[src/rtl/stage_branch_seq_if.sv]
// Bundle between the sequence generator / control-pulse matrix and the
// stage/branch slice: strobes, test requests and write bus in; stage, flags and divide step out.
interface stage_branch_seq_if #(
    parameter int STAGE_W = 3,
    parameter int WL_W    = 16
) ();
    logic               t12;
    logic               inkl;
    logic               gojam;
    logic [STAGE_W-1:0] st_set;
    logic               rststg;
    logic               dvst;
    logic               tsgn;
    logic               tsgn2;
    logic               tov;
    logic               tmz;
    logic               tpzg;
    logic [WL_W-1:0]    wl;

    logic [STAGE_W-1:0] stg;
    logic               br1;
    logic               br2;
    logic               div_active;
    logic [3:0]         div_step;
    logic               divstg;

    modport master (
        output t12, inkl, gojam, st_set, rststg, dvst,
        output tsgn, tsgn2, tov, tmz, tpzg, wl,
        input  stg, br1, br2, div_active, div_step, divstg
    );

    modport slave (
        input  t12, inkl, gojam, st_set, rststg, dvst,
        input  tsgn, tsgn2, tov, tmz, tpzg, wl,
        output stg, br1, br2, div_active, div_step, divstg
    );
endinterface

[src/rtl/stage_branch_seq.sv]
// Stage register with pending accumulator, prioritised branch flags and divide-step sequencer.
// state  | meaning
// S_IDLE | no divide in progress; t12 transfers pending stage bits into stg
// S_RUN  | divide running; t12 advances div_step, stg held at 0 until the last step
module stage_branch_seq #(
    parameter int STAGE_W   = 3,
    parameter int WL_W      = 16,
    parameter int DIV_STEPS = 4
) (
    input  logic              clk,
    input  logic              rst,
    stage_branch_seq_if.slave bus
);

    typedef enum logic {S_IDLE, S_RUN} state_t;

    localparam logic [3:0] LAST_STEP = 4'(DIV_STEPS);

    state_t             state_q, state_d;
    logic [STAGE_W-1:0] stg_q, stg_d;
    logic [STAGE_W-1:0] pend_q, pend_d;
    logic [3:0]         step_q, step_d;
    logic               divstg_q, divstg_d;
    logic               br1_q, br1_d;
    logic               br2_q, br2_d;

    logic [STAGE_W-1:0] pend_acc;
    logic [STAGE_W-1:0] xfer_val;
    logic               strobe;
    logic               wl_z, wl_mz, wl_s, wl_o;

    always_comb begin
        wl_z  = (bus.wl == '0);
        wl_mz = &bus.wl;
        wl_s  = bus.wl[WL_W-1];
        wl_o  = wl_s ^ bus.wl[WL_W-2];
    end

    always_comb begin
        pend_acc = pend_q | bus.st_set;
        xfer_val = bus.rststg ? '0 : pend_acc;
        strobe   = bus.t12 & ~bus.inkl;

        state_d  = state_q;
        step_d   = step_q;
        divstg_d = 1'b0;
        stg_d    = stg_q;
        pend_d   = bus.rststg ? '0 : pend_acc;

        if (strobe) begin
            case (state_q)
                S_IDLE: begin
                    if (bus.dvst) begin
                        state_d  = S_RUN;
                        step_d   = 4'd1;
                        divstg_d = 1'b1;
                        stg_d    = '0;
                    end else begin
                        stg_d  = xfer_val;
                        pend_d = '0;
                    end
                end
                S_RUN: begin
                    // Pending bits keep accumulating through the divide and land on the exit strobe.
                    if (step_q == LAST_STEP) begin
                        state_d = S_IDLE;
                        step_d  = 4'd0;
                        stg_d   = xfer_val;
                        pend_d  = '0;
                    end else begin
                        step_d   = step_q + 4'd1;
                        divstg_d = 1'b1;
                    end
                end
                default: state_d = S_IDLE;
            endcase
        end

        if (bus.gojam) begin
            state_d  = S_IDLE;
            step_d   = 4'd0;
            divstg_d = 1'b0;
            stg_d    = '0;
            pend_d   = '0;
        end
    end

    always_comb begin
        br1_d = br1_q;
        if (bus.tov)
            br1_d = wl_s;
        else if (bus.tpzg)
            br1_d = ~wl_s & ~wl_z;
        else if (bus.tsgn)
            br1_d = wl_s;

        br2_d = br2_q;
        if (bus.tov)
            br2_d = wl_o;
        else if (bus.tpzg)
            br2_d = wl_z;
        else if (bus.tsgn2)
            br2_d = wl_s;
        else if (bus.tmz)
            br2_d = wl_mz;

        if (bus.gojam) begin
            br1_d = 1'b0;
            br2_d = 1'b0;
        end
    end

    always_ff @(posedge clk) begin
        if (rst) begin
            state_q  <= S_IDLE;
            step_q   <= 4'd0;
            divstg_q <= 1'b0;
            stg_q    <= '0;
            pend_q   <= '0;
            br1_q    <= 1'b0;
            br2_q    <= 1'b0;
        end else begin
            state_q  <= state_d;
            step_q   <= step_d;
            divstg_q <= divstg_d;
            stg_q    <= stg_d;
            pend_q   <= pend_d;
            br1_q    <= br1_d;
            br2_q    <= br2_d;
        end
    end

    assign bus.stg        = stg_q;
    assign bus.br1        = br1_q;
    assign bus.br2        = br2_q;
    assign bus.div_active = (state_q == S_RUN);
    assign bus.div_step   = step_q;
    assign bus.divstg     = divstg_q;

endmodule

[src/flat_wrapper.sv]
// flat-port wrapper written by rule: the top's interface ports become plain ports
module stage_branch_seq_flat 
#(
    parameter int STAGE_W   = 3,
    parameter int WL_W      = 16,
    parameter int DIV_STEPS = 4
)
  (clk, rst, bus_t12, bus_inkl, bus_gojam, bus_st_set, bus_rststg, bus_dvst, bus_tsgn, bus_tsgn2, bus_tov, bus_tmz, bus_tpzg, bus_wl, bus_stg, bus_br1, bus_br2, bus_div_active, bus_div_step, bus_divstg);
  stage_branch_seq_if #(.STAGE_W(STAGE_W), .WL_W(WL_W)) bus_i ();
  input  logic clk;
  input  logic rst;
  input wire logic [$bits(bus_i.t12)-1:0] bus_t12;
  input wire logic [$bits(bus_i.inkl)-1:0] bus_inkl;
  input wire logic [$bits(bus_i.gojam)-1:0] bus_gojam;
  input wire logic [$bits(bus_i.st_set)-1:0] bus_st_set;
  input wire logic [$bits(bus_i.rststg)-1:0] bus_rststg;
  input wire logic [$bits(bus_i.dvst)-1:0] bus_dvst;
  input wire logic [$bits(bus_i.tsgn)-1:0] bus_tsgn;
  input wire logic [$bits(bus_i.tsgn2)-1:0] bus_tsgn2;
  input wire logic [$bits(bus_i.tov)-1:0] bus_tov;
  input wire logic [$bits(bus_i.tmz)-1:0] bus_tmz;
  input wire logic [$bits(bus_i.tpzg)-1:0] bus_tpzg;
  input wire logic [$bits(bus_i.wl)-1:0] bus_wl;
  output wire logic [$bits(bus_i.stg)-1:0] bus_stg;
  output wire logic [$bits(bus_i.br1)-1:0] bus_br1;
  output wire logic [$bits(bus_i.br2)-1:0] bus_br2;
  output wire logic [$bits(bus_i.div_active)-1:0] bus_div_active;
  output wire logic [$bits(bus_i.div_step)-1:0] bus_div_step;
  output wire logic [$bits(bus_i.divstg)-1:0] bus_divstg;
  assign bus_i.t12 = bus_t12;
  assign bus_i.inkl = bus_inkl;
  assign bus_i.gojam = bus_gojam;
  assign bus_i.st_set = bus_st_set;
  assign bus_i.rststg = bus_rststg;
  assign bus_i.dvst = bus_dvst;
  assign bus_i.tsgn = bus_tsgn;
  assign bus_i.tsgn2 = bus_tsgn2;
  assign bus_i.tov = bus_tov;
  assign bus_i.tmz = bus_tmz;
  assign bus_i.tpzg = bus_tpzg;
  assign bus_i.wl = bus_wl;
  assign bus_stg = bus_i.stg;
  assign bus_br1 = bus_i.br1;
  assign bus_br2 = bus_i.br2;
  assign bus_div_active = bus_i.div_active;
  assign bus_div_step = bus_i.div_step;
  assign bus_divstg = bus_i.divstg;
  stage_branch_seq #(.STAGE_W(STAGE_W), .WL_W(WL_W), .DIV_STEPS(DIV_STEPS)) u_core (.clk(clk), .rst(rst), .bus(bus_i));
endmodule
[config.mk]
export PLATFORM = sky130hd
export DESIGN_NAME = stage_branch_seq_flat
export DESIGN_NICKNAME = d
export VERILOG_FILES = /design/src/rtl/stage_branch_seq_if.sv /design/src/rtl/stage_branch_seq.sv /design/src/flat_wrapper.sv
export SDC_FILE = /design/constraint.sdc
export NUM_CORES = 1
export LEC_CHECK = 0
export BUFFER_PORTS_ARGS = -buffer_cell sky130_fd_sc_hd__buf_2
export CAP_MARGIN = 15
export CORE_UTILIZATION = 39
export CTS_CLUSTER_SIZE = 20
export DETAILED_ROUTE_END_ITERATION = 16
export PLACE_DENSITY = 0.74
export SLEW_MARGIN = 20
export SYNTH_ARGS = -nofsm -noshare
export SYNTH_HDL_FRONTEND = slang
export SYNTH_SLANG_ARGS = --single-unit
[constraint.sdc]
create_clock -name clk -period 1.64 [get_ports clk]
set_input_delay 0.246 -clock clk [delete_from_list [all_inputs] [get_ports clk]]
set_output_delay 0.246 -clock clk [all_outputs]
set_load 0.02 [all_outputs]
# Word level (Yosys, flattened, before mapping)
# Index checks and enable logic that the tools add are counted.
# W data, S select, Z words.
# classes
add_sub_neg	1
mul	0
div	0
n_lt_le_gt_ge	0
n_eq_ne	3
shift	0
mux	21
bitwise	9
n_reduce_logical	8
# op_table
op	n
$mux W3	6
$logic_not A16 Y1	1
$reduce_and A16 Y1	1
$pmux W3 S2	2
$mux W1	9
$mux W4	2
$pmux W4 S2	1
$not A1 Y1	5
$add A4 B1 Y4 const B	1
$eq A4 B3 Y1 const B	1
$ne A2 B2 Y1 const B	2
$reduce_and A2 Y1	2
$reduce_bool A4 Y1	1
$or A3 B3 Y3	1
$reduce_bool A3 Y1	1
$reduce_or A3 Y1	1
$and A1 B1 Y1	2
$pmux W1 S2	1
$reduce_or A2 Y1	1
$xor A1 B1 Y1	1
# totals
register_bits	14
latch_bits	0
mem_bits_rw	0
mem_bits_ro	0
output_inout_bits	11
word_cells	49
mem_count	0

# Longest topological paths before layout
# depth
word_depth	5
ltp_mapped	6

# Worst setup path after synthesis
# No wires, ideal clock.
# synth_path
path_type	flip-flop to flip-flop
from	register u_core.step_q[0] (netlist: u_core.bus.div_step[0])
to	register u_core.step_q[3] (netlist: u_core.bus.div_step[3])
setup_ns	0.074
arrival_ns	1.693
required_ns	1.566
setup_slack_ns	-0.128
stages_incl_launch_ff	7
path_buffers	0
period_less_slack_ns	1.768
path_cell_list	dfxtp_1 > inv_1 > ha_1 > and3b_4 > o21ai_4 > or4b_1 > a31oi_1
# synth_between
elab_chain_len	3
# synth_lines
element	line_no	source
from (decl)	stage_branch_seq.sv:22	logic [3:0] step_q, step_d;
from (signal assigned)	stage_branch_seq.sv:124	step_q <= step_d;
$add A4 B1 Y4 / $eq A4 B3 Y1 (equally long branches)	stage_branch_seq.sv:71, stage_branch_seq.sv:65	
$mux W4 *	stage_branch_seq.sv:65	if (step_q == LAST_STEP) begin
$pmux W4 S2 *	stage_branch_seq.sv:51	case (state_q)
# Mark *: on every way between the ends. The rest lies on a longest branch, timed or not.
# A chain may end at the register's enable or synchronous reset.

# Worst setup path after layout
# Ends and elaborated chain as after synthesis.

==> results_dict.tcl <==
set metrics [dict create \
    status "complete, no violations" \
    critPathMaxStageDelay_ps 440 \
    yosysMostFrequentCell "dfxtp_1" \
    fmax_mhz 635 \
    num_rows 15 \
    finalMaxSlewViolations 0 \
    clk_pin_slew_worst_paths_ps 90 \
    grt_pass1_wl_um 3020 \
    end_kind "flop" \
    slew_headroom_pct 73.5 \
    grt_usage_pct 20.4 \
    critPathSlowestCell "or4b_1" \
    timing.final.crit_share_pct 96.1 \
    yosysTopAreaCell "dfxtp_1" \
    route.detailed.wl_per_inst_um 12.8 \
    grt_pass1_vias 765 \
    synth_flop_cell "dfxtp_1" \
    rsz0062_at_grt "yes" \
    arrival_ps 1800 \
    startpoint_type "flop" \
    die_w_um 46.6 \
    cellPowerDensity_nw_per_um2 662 \
    yosys-top-cells-area "dfxtp_1, ha_1, nor2_1" \
    area_delta_synth_final_pct 42.4 \
    drv_cap 0 \
    viasPerCell 5.41 \
    rr_worst_depth 6 \
    place_congestion 0.785 \
    finalPower_w 0.000732 \
    dp.cells 162 \
    mappedNetlistNets 130 \
    port_buffers 41 \
    die_area_um2 2170 \
    pre_cts_slack_ps -0.735 \
    hold_class "in -> reg" \
    fin_nets 179 \
    gr-usage-met1_pct 22.7 \
    min_to "u_core.pend_q[1]" \
    worst_path_dominant_cell_family "simple AND/OR/NAND/NOR gates" \
    antenna_left 0 \
    drc 0 \
    rr_endpoint "u_core.bus.div_step[3]" \
    antenna_found_initial 0 \
    critPathRequiredTime_ps 1870 \
    ys_seq_elements 14 \
    r2r_slack_ps 60 \
    worstSetupPathType "reg -> reg" \
    dp_hpwl_um 1590 \
    syn_area_per_cell_um2 8.18 \
    critPathBufInv 1 \
    ys_async_sr_fraction_pct 0 \
    period_needed_ps 1580 \
    p_leak_nw 0.488 \
    synth.top_cells.by_count "dfxtp_1, nor2_1, a21oi_1" \
    setup_viol 0 \
    grt.overflow.total 0 \
    cts_buffer_depth 2 \
    met3_usage_pct 3.53 \
    core_um2 1800 \
    top_usage_layer "met2" \
    worst_slew_pin_slew_ps 397 \
    ys_seq_area_share_pct 36.1 \
    cts_tree "built" \
    postSynthCellCount 95 \
    drive_gt1_share_pct 42.7 \
    drtIter0Drc 17 \
    grt_max_degree 9 \
    fin_ws_ps 64.6 \
    r2r_start "u_core.bus.div_step[0]" \
    hold_depth 2 \
    start_util_pct 43.1 \
    fin_tns_setup_ps 0 \
    vias 909 \
    diodes 0 \
    peakVddDrop_mv 0.483 \
    firstDrtPassIters 4 \
    die_y_um 46.6 \
    clkLatencyLatePin_ps 290 \
    synth_edf_count 0 \
    final_hold_viol_count 0 \
    netlist-cell-type-count 31 \
    synth_top_area_share_pct 36.1 \
    htreeDepth 1 \
    cts-root-buf "clkbuf_4" \
    cts_made_buffers 3 \
    ys_warn_count 0 \
    whs_ps 193 \
    routed_wl_um 2150 \
    clock-sinks 14 \
    fin_skew_ps 4.69 \
    worstPathMaxFanout 6 \
    netlist_area_um2 777 \
    instances_no_fill 168 \
    gr-usage-met2_pct 35.6 \
    worstHoldStart "bus_rststg" \
    pin_count 42 \
    path_cells "inv_4 -> ha_4 -> and3b_4 -> o21ai_4 -> or4b_1 -> a31oi_1" \
]
-- cells in the final DEF (no fill, tap or decap), drive strengths merged, types with 3 or more instances in the layout --
cell type  Yosys  layout
ha             4       4
nor3           3       3
o21ai          6       6
nor4           5       5
inv            6       6
dfxtp         14      14
a22oi          3       3
a21oi          7       7
nand2          5       5
clkbuf         1       4
buf            0      45
nand4          5       5
nor2          12      12
-- timing repair --
| action | CTS | global route |
|---|---|---|
| pin swaps | 0 | 3 |
| endpoints found under the setup margin | 1 | 3 |
| gates resized for setup | 2 | 6 |
| hold buffers | 0 | 0 |
| setup buffers | 0 | 2 |
-- final cells by class --
class,instances,area (µm²)
clock buffer,4,36.3
sequential,14,288
inverter,6,25.0
multi-input combinational,74,490
timing repair buffer,45,235
tap,25,31.3
fill,176,696
-- stage by stage --
step	utilization (%)	cell area [µm²]
after floorplan	-	782
after global placement	57.2	1030
after detailed placement	57.2	1030
after CTS	59.6	1070
after global routing	61.4	1110
final	61.4	1110
-- cell families after synthesis --
| family | after synthesis | synth area share (%) |
|---|---|---|
| AO/OA/AOI/OAI | 22 | 18.7 |
| adder cells (fa/ha/maj) | 4 | 6.44 |
| buffers and inverters | 7 | 3.38 |
| flip-flops | 14 | 36.1 |
| AND/OR/NAND/NOR | 48 | 35.4 |
-- worst reg2reg max path, cell delays in order, from the launching register on --
cell and delay (ps):
dfxtp_4 400, inv_4 50, ha_4 150, and3b_4 190, o21ai_4 150, or4b_1 440
a31oi_1 130
-- power breakdown --
part           total, W  switching [W]  internal [W]
Combinational  0.000127      0.0000663     0.0000606
Clock          0.000256       0.000121      0.000135
Sequential     0.000349     0.00000492      0.000344
Total          0.000732       0.000192      0.000540
-- worst max-delay path by stage --
stage,endpoint,cells after the start,from
global route,u_core.bus.div_step[3],6,u_core.bus.div_step[0]
finish,u_core.bus.div_step[3],6,u_core.bus.div_step[0]
floorplan,u_core.bus.div_step[3],6,u_core.bus.div_step[0]
CTS,u_core.bus.div_step[3],6,u_core.bus.div_step[0]
detailed placement,u_core.pend_q[1],6,u_core.bus.div_step[0]
global placement,u_core.pend_q[1],6,u_core.bus.div_step[0]
-- flip-flops by register name (all words and copies together) (netlist names) --
| signal | count |
|---|---|
| u_core.bus.stg | 3 |
| u_core.bus.divstg | 1 |
| u_core.bus.div_active | 1 |
| u_core.pend_q | 3 |
| u_core.bus.br2 | 1 |
| u_core.bus.div_step | 4 |
| u_core.bus.br1 | 1 |
-- routing by layer --
metal / wire (µm) / part of all wire [%]
met2: 1010 / 47
met4: 46 / 2.1
met3: 176 / 8.2
met5: 0 / 0
met1: 916 / 43
Note: power is estimated with default switching activity, not from simulation.
